File: src/rtl/mac_acc_unit.sv
// Multi-channel fixed-point multiply-accumulate unit: 2-stage pipeline,
// NACC accumulators, optional saturation, sticky overflow and clear-all sweep.
module mac_acc_unit #(
    parameter int N    = 8,
    parameter int FRAC = 7,
    parameter int NACC = 4,
    parameter int SAT  = 1,
    localparam int CW  = (NACC > 1) ? $clog2(NACC) : 1
) (
    input  logic          clk,
    input  logic          n_reset,
    input  logic          in_valid,
    output logic          in_ready,
    input  logic [1:0]    op,
    input  logic [CW-1:0] ch,
    input  logic [N-1:0]  a,
    input  logic [N-1:0]  b,
    output logic          out_valid,
    output logic [CW-1:0] out_ch,
    output logic [N-1:0]  out_data,
    output logic          ovf,
    input  logic          ovf_clr
);

    typedef enum logic [1:0] {OP_LOAD, OP_ADD, OP_MAC, OP_CLRALL} op_e;
    typedef enum logic {ST_RUN, ST_SWEEP} state_e;

    state_e               state_q, state_d;
    logic [CW-1:0]        idx_q, idx_d;
    logic                 s1_valid_q, s1_valid_d;
    op_e                  s1_op_q, s1_op_d;
    logic [CW-1:0]        s1_ch_q, s1_ch_d;
    logic signed [N-1:0]  s1_a_q, s1_a_d;
    logic signed [N-1:0]  s1_b_q, s1_b_d;
    logic [N-1:0]         acc_q [NACC];
    logic [N-1:0]         acc_d [NACC];
    logic                 out_valid_q, out_valid_d;
    logic [CW-1:0]        out_ch_q, out_ch_d;
    logic [N-1:0]         out_data_q, out_data_d;
    logic                 ovf_q, ovf_d;

    logic                 accept;
    logic                 ch_ok;
    logic signed [2*N-1:0] prod;
    logic signed [2*N-1:0] prod_sh;
    logic signed [2*N:0]   term;
    logic signed [2*N:0]   acc_ext;
    logic signed [2*N:0]   sum;
    logic                  sum_ovf;
    logic [N-1:0]          sum_res;

    // A CLRALL sitting in stage 1 already blocks new ops, before the sweep starts.
    assign in_ready = (state_q == ST_RUN) && !(s1_valid_q && (s1_op_q == OP_CLRALL));
    assign accept   = in_valid && in_ready;

    assign out_valid = out_valid_q;
    assign out_ch    = out_ch_q;
    assign out_data  = out_data_q;
    assign ovf       = ovf_q;

    // Stage 2 datapath: everything widened to 2N+1 bits so the sum cannot wrap.
    always_comb begin
        // NOTE: every always_comb output gets a default first so no latch is inferred.
        ch_ok   = (32'(s1_ch_q) < NACC);
        prod    = s1_a_q * s1_b_q;
        prod_sh = prod >>> FRAC;
        acc_ext = '0;
        if (ch_ok) begin
            acc_ext = {{(N+1){acc_q[s1_ch_q][N-1]}}, acc_q[s1_ch_q]};
        end
        if (s1_op_q == OP_MAC) begin
            term = {prod_sh[2*N-1], prod_sh};
        end else begin
            term = {{(N+1){s1_a_q[N-1]}}, s1_a_q};
        end
        sum     = (s1_op_q == OP_LOAD) ? term : (acc_ext + term);
        sum_ovf = !((&sum[2*N:N-1]) || !(|sum[2*N:N-1]));
        if ((SAT != 0) && sum_ovf) begin
            sum_res = sum[2*N] ? {1'b1, {(N-1){1'b0}}} : {1'b0, {(N-1){1'b1}}};
        end else begin
            sum_res = sum[N-1:0];
        end
    end

    always_comb begin
        s1_valid_d  = accept;
        s1_op_d     = s1_op_q;
        s1_ch_d     = s1_ch_q;
        s1_a_d      = s1_a_q;
        s1_b_d      = s1_b_q;
        if (accept) begin
            s1_op_d = op_e'(op);
            s1_ch_d = ch;
            s1_a_d  = a;
            s1_b_d  = b;
        end

        acc_d       = acc_q;
        state_d     = state_q;
        idx_d       = idx_q;
        out_valid_d = 1'b0;
        out_ch_d    = out_ch_q;
        out_data_d  = out_data_q;
        ovf_d       = ovf_q;
        if (ovf_clr) begin
            ovf_d = 1'b0;
        end

        case (state_q)
            ST_RUN: begin
                if (s1_valid_q) begin
                    if (s1_op_q == OP_CLRALL) begin
                        acc_d[0] = '0;
                        ovf_d    = 1'b0;
                        if (NACC > 1) begin
                            state_d = ST_SWEEP;
                            idx_d   = CW'(1);
                        end
                    end else if (ch_ok) begin
                        acc_d[s1_ch_q] = sum_res;
                        out_valid_d    = 1'b1;
                        out_ch_d       = s1_ch_q;
                        out_data_d     = sum_res;
                        // Setting beats a simultaneous ovf_clr.
                        if (sum_ovf) begin
                            ovf_d = 1'b1;
                        end
                    end
                end
            end
            ST_SWEEP: begin
                acc_d[idx_q] = '0;
                idx_d        = idx_q + CW'(1);
                if (32'(idx_q) == NACC - 1) begin
                    state_d = ST_RUN;
                    idx_d   = '0;
                end
            end
            default: state_d = ST_RUN;
        endcase
    end

    // NOTE: sequential state uses non-blocking assignments only.
    always_ff @(posedge clk or negedge n_reset) begin
        if (!n_reset) begin
            state_q     <= ST_RUN;
            idx_q       <= '0;
            s1_valid_q  <= 1'b0;
            s1_op_q     <= OP_LOAD;
            s1_ch_q     <= '0;
            s1_a_q      <= '0;
            s1_b_q      <= '0;
            // NOTE: the accumulator bank is reset because software relies on all channels starting at 0.
            for (int i = 0; i < NACC; i++) begin
                acc_q[i] <= '0;
            end
            out_valid_q <= 1'b0;
            out_ch_q    <= '0;
            out_data_q  <= '0;
            ovf_q       <= 1'b0;
        end else begin
            state_q     <= state_d;
            idx_q       <= idx_d;
            s1_valid_q  <= s1_valid_d;
            s1_op_q     <= s1_op_d;
            s1_ch_q     <= s1_ch_d;
            s1_a_q      <= s1_a_d;
            s1_b_q      <= s1_b_d;
            acc_q       <= acc_d;
            out_valid_q <= out_valid_d;
            out_ch_q    <= out_ch_d;
            out_data_q  <= out_data_d;
            ovf_q       <= ovf_d;
        end
    end

endmodule

File: config.mk
export PLATFORM = sky130hd
export DESIGN_NAME = mac_acc_unit
export DESIGN_NICKNAME = d
export VERILOG_FILES = /design/src/rtl/mac_acc_unit.sv
export SDC_FILE = /design/constraint.sdc
export NUM_CORES = 1
export LEC_CHECK = 0
export BUFFER_PORTS_ARGS = -buffer_cell sky130_fd_sc_hd__buf_4
export CORE_UTILIZATION = 30
export CTS_CLUSTER_DIAMETER = 120
export DETAILED_ROUTE_END_ITERATION = 8
export HOLD_SLACK_MARGIN = 0.03
export SKIP_LAST_GASP = 1
export SLEW_MARGIN = 10
export SYNTH_ARGS = -nofsm -noshare
export SYNTH_HDL_FRONTEND = slang
export SYNTH_SLANG_ARGS = --single-unit
File: constraint.sdc
create_clock -name clk -period 21.1 [get_ports clk]
set_clock_uncertainty 0.05 [all_clocks]
set_input_delay 3.165 -clock clk [delete_from_list [all_inputs] [get_ports clk]]
set_output_delay 3.165 -clock clk [all_outputs]
set_load 0.01 [all_outputs]
==> out/summary.txt <==
Die width -> 142.2 um
Placed Area -> 6385 um2
Drt first pass iters -> 4
Initial antenna violation count -> 0
Outcome -> complete, no violations
CP peak stage delay -> 540 ps
Synth top area cells -> dfrtp_1 (29%), fa_1 (19%), ha_1 (8.5%)
Max cap viols -> 0
DR WL/cell -> 14.52 um
Post-synth EDFFs -> 0
PortBufs -> 36
Vias in the first global route -> 4,429
CTS buffer count -> 9
Count leader, synth -> inv_1
Largest net degree at the start of global routing -> 69
Synth-to-Final Area Change -> 13.53%
Yosys reg bits -> 68
WP data arrival -> 8570 ps
WHS Path Cells -> 2
Critical Path Most Common Cell -> fa_1
Kind of start point of the critical path -> flop
Number of setup buffers added after CTS -> 0
I/O Pins -> 37
Placed insts -> 880
CP required -> 21,250 ps
Tot GR Track Use -> 0.1438
Fmax -> 0.1188 GHz
Post-route ant nets -> 0
Core area -> 18,960 um2
Clk_lat worst skew -> 350 ps
Crit share post-route -> 0.3991
Filler cells -> 1,937
Final Net Count -> 750
Final instance area -> 6696 um2
Total global routing overflow -> 0
Capturing point of the worst reg2reg path -> out_data[4]
Die ar. -> 20,230 um2
RD Place Congestion -> 0.7683
Hold EP -> out_ch[0]
CTS resizes -> 0
CP top delay family -> adder cells
# hold bufs at CTS -> 0
Setup TNS Final -> 0 ps
Reg2reg start -> s1_a_q[3]
Fin worst setup slack -> 12,680 ps
R2R depth -> 31
FP Rows -> 50
Netlist cell types -> 51
Count of final setup violators -> 0
Mapped Cells -> 605
Synth warn -> 0
Layout cell share with drive strength beyond 1 -> 0.1462
CP Class -> flop to flop
Worst-Margin Slew -> 1002 ps
CTS tree -> done
Synth Flop Type -> dfrtp_1
Worst Hold Launch -> out_ch[0]
CTS clk-pin slew, worst paths -> 60 ps
Mapped Nets -> 724
Die span in y -> 142.2 um
Slew HR -> 0.3318
H-tree levels -> 3
Final hold violations -> 0
Crit-path slowest cell -> fa_1
Fin cells -> 896
Top-area cell type share of the netlist area -> 0.2885
CP Max Fanout -> 11
Vias -> 4,230
Ys async rst share -> 1.000
Worst Hold Class -> flop to flop
Cell Area, Synth -> 5898 um2
Global-route wire length before repair -> 22,400 um
RSZ-0062 raised after global routing -> false
Syn Area/Cell -> 9.749 um2
DRC viols -> 0
Vias per cell -> 4.721
Starting Density -> 0.3112
CTS root buffer -> clkbuf_16
Setup crit end kind -> flop
Sequential area share after synthesis -> 0.2885
R2R Setup Slk -> 12,680 ps
Synth cell count leaders -> inv_1 (92), dfrtp_1 (68), fa_1 (55), nand2_1 (52), o21ai_0 (45)
Max-slew violation count -> 0
Total Wirelength -> 13,010 um
Ant. Diodes -> 0
DP Worst Slack -> 12,740 ps
1st-iter DRT viols -> 138
Hpwl dp -> 9842 um
Bufs and invs on worst path -> 4
CTS sink cnt -> 68
Fin crit period -> 8421 ps
Max Root-Sink Buffers -> 2
Area leader, netlist -> dfrtp_1
-- metrics by stage --
stage / util / hold WS [ps]
final: 0.3533 / 427.4
after global routing: 0.3533 / 454.5
after CTS: 0.3533 / 429.9
after detailed placement: 0.3368 / 415.3
after global placement: 0.3368 / 412.5
after floorplan: - / 393.9
-- worst max-delay path by stage --
stage,start,endpoint,slack (ps),cells after the start
global placement,s1_a_q[3],acc_q[22],12980,31
global route,s1_a_q[3],acc_q[22],12050,31
finish,s1_a_q[3],out_data[4],12680,31
floorplan,s1_a_q[3],acc_q[20],13550,32
CTS,s1_a_q[3],acc_q[22],12690,31
detailed placement,s1_a_q[3],acc_q[22],12740,31
-- layer usage --
metal	wire length [um]	track usage	part of all wire
met3	438	0.03062	0.034
met2	6089	0.2273	0.47
met4	170	0.04188	0.013
met5	0	0	0
met1	6314	0.1972	0.49
-- worst min-delay path, stage by stage, from the launching register on --
cell	delay, ps
dfrtp_1	340
nand2_1	50
nand2_1	60
-- registers in the layout (all words and copies together) (netlist names), 2 cells and up --
name,count
acc_q,32
out_data,8
s1_b_q,8
idx_q,2
s1_ch_q,2
out_ch,2
s1_op_q,2
s1_a_q,8
-- kinds of logic after synthesis --
group                    Yosys count  synth area share
adder cells (fa/ha/maj)           95            0.2715
buffers and inverters            113           0.07700
AO/OA/AOI/OAI                    101            0.1086
AND/OR/NAND/NOR                  179            0.1534
multiplexers                      33           0.07722
flip-flops                        68            0.2885
XOR/XNOR                          16           0.02376
-- layout by cell type, fill, tap and decap left out, types with 2 or more instances in the layout --
cell,n
o21a_1,3
mux4_2,8
buf_4,36
xnor2_1,9
dfrtp_1,68
mux2i_1,5
and3_1,5
o22ai_1,2
and2_1,39
nand2b_1,6
inv_1,92
a221oi_1,3
nor2_1,25
nor3_1,6
o31ai_1,17
nor2b_1,2
a211oi_1,3
or2_2,4
a21o_2,2
nand2_1,52
mux2_2,20
clkbuf_16,9
fa_1,55
and2b_2,2
ha_1,40
a21oi_1,13
o21ai_0,45
a31oi_1,3
clkbuf_8,2
clkinvlp_4,2
nand3_1,28
xor2_1,7
-- final cells by class --
type	count	area, um2	share of cell area
clock buffer	11	252.7	0.03774
clock inverter	5	58.81	0.008782
inverter	92	345.3	0.05157
multi-input combinational	424	3742	0.5589
sequential	68	1702	0.2541
tap	260	325.3	0.04858
timing repair buffer	36	270.3	0.04036
Power is not shown: default switching activity piles up to over one toggle a cycle in this logic, so the estimate is an artifact.
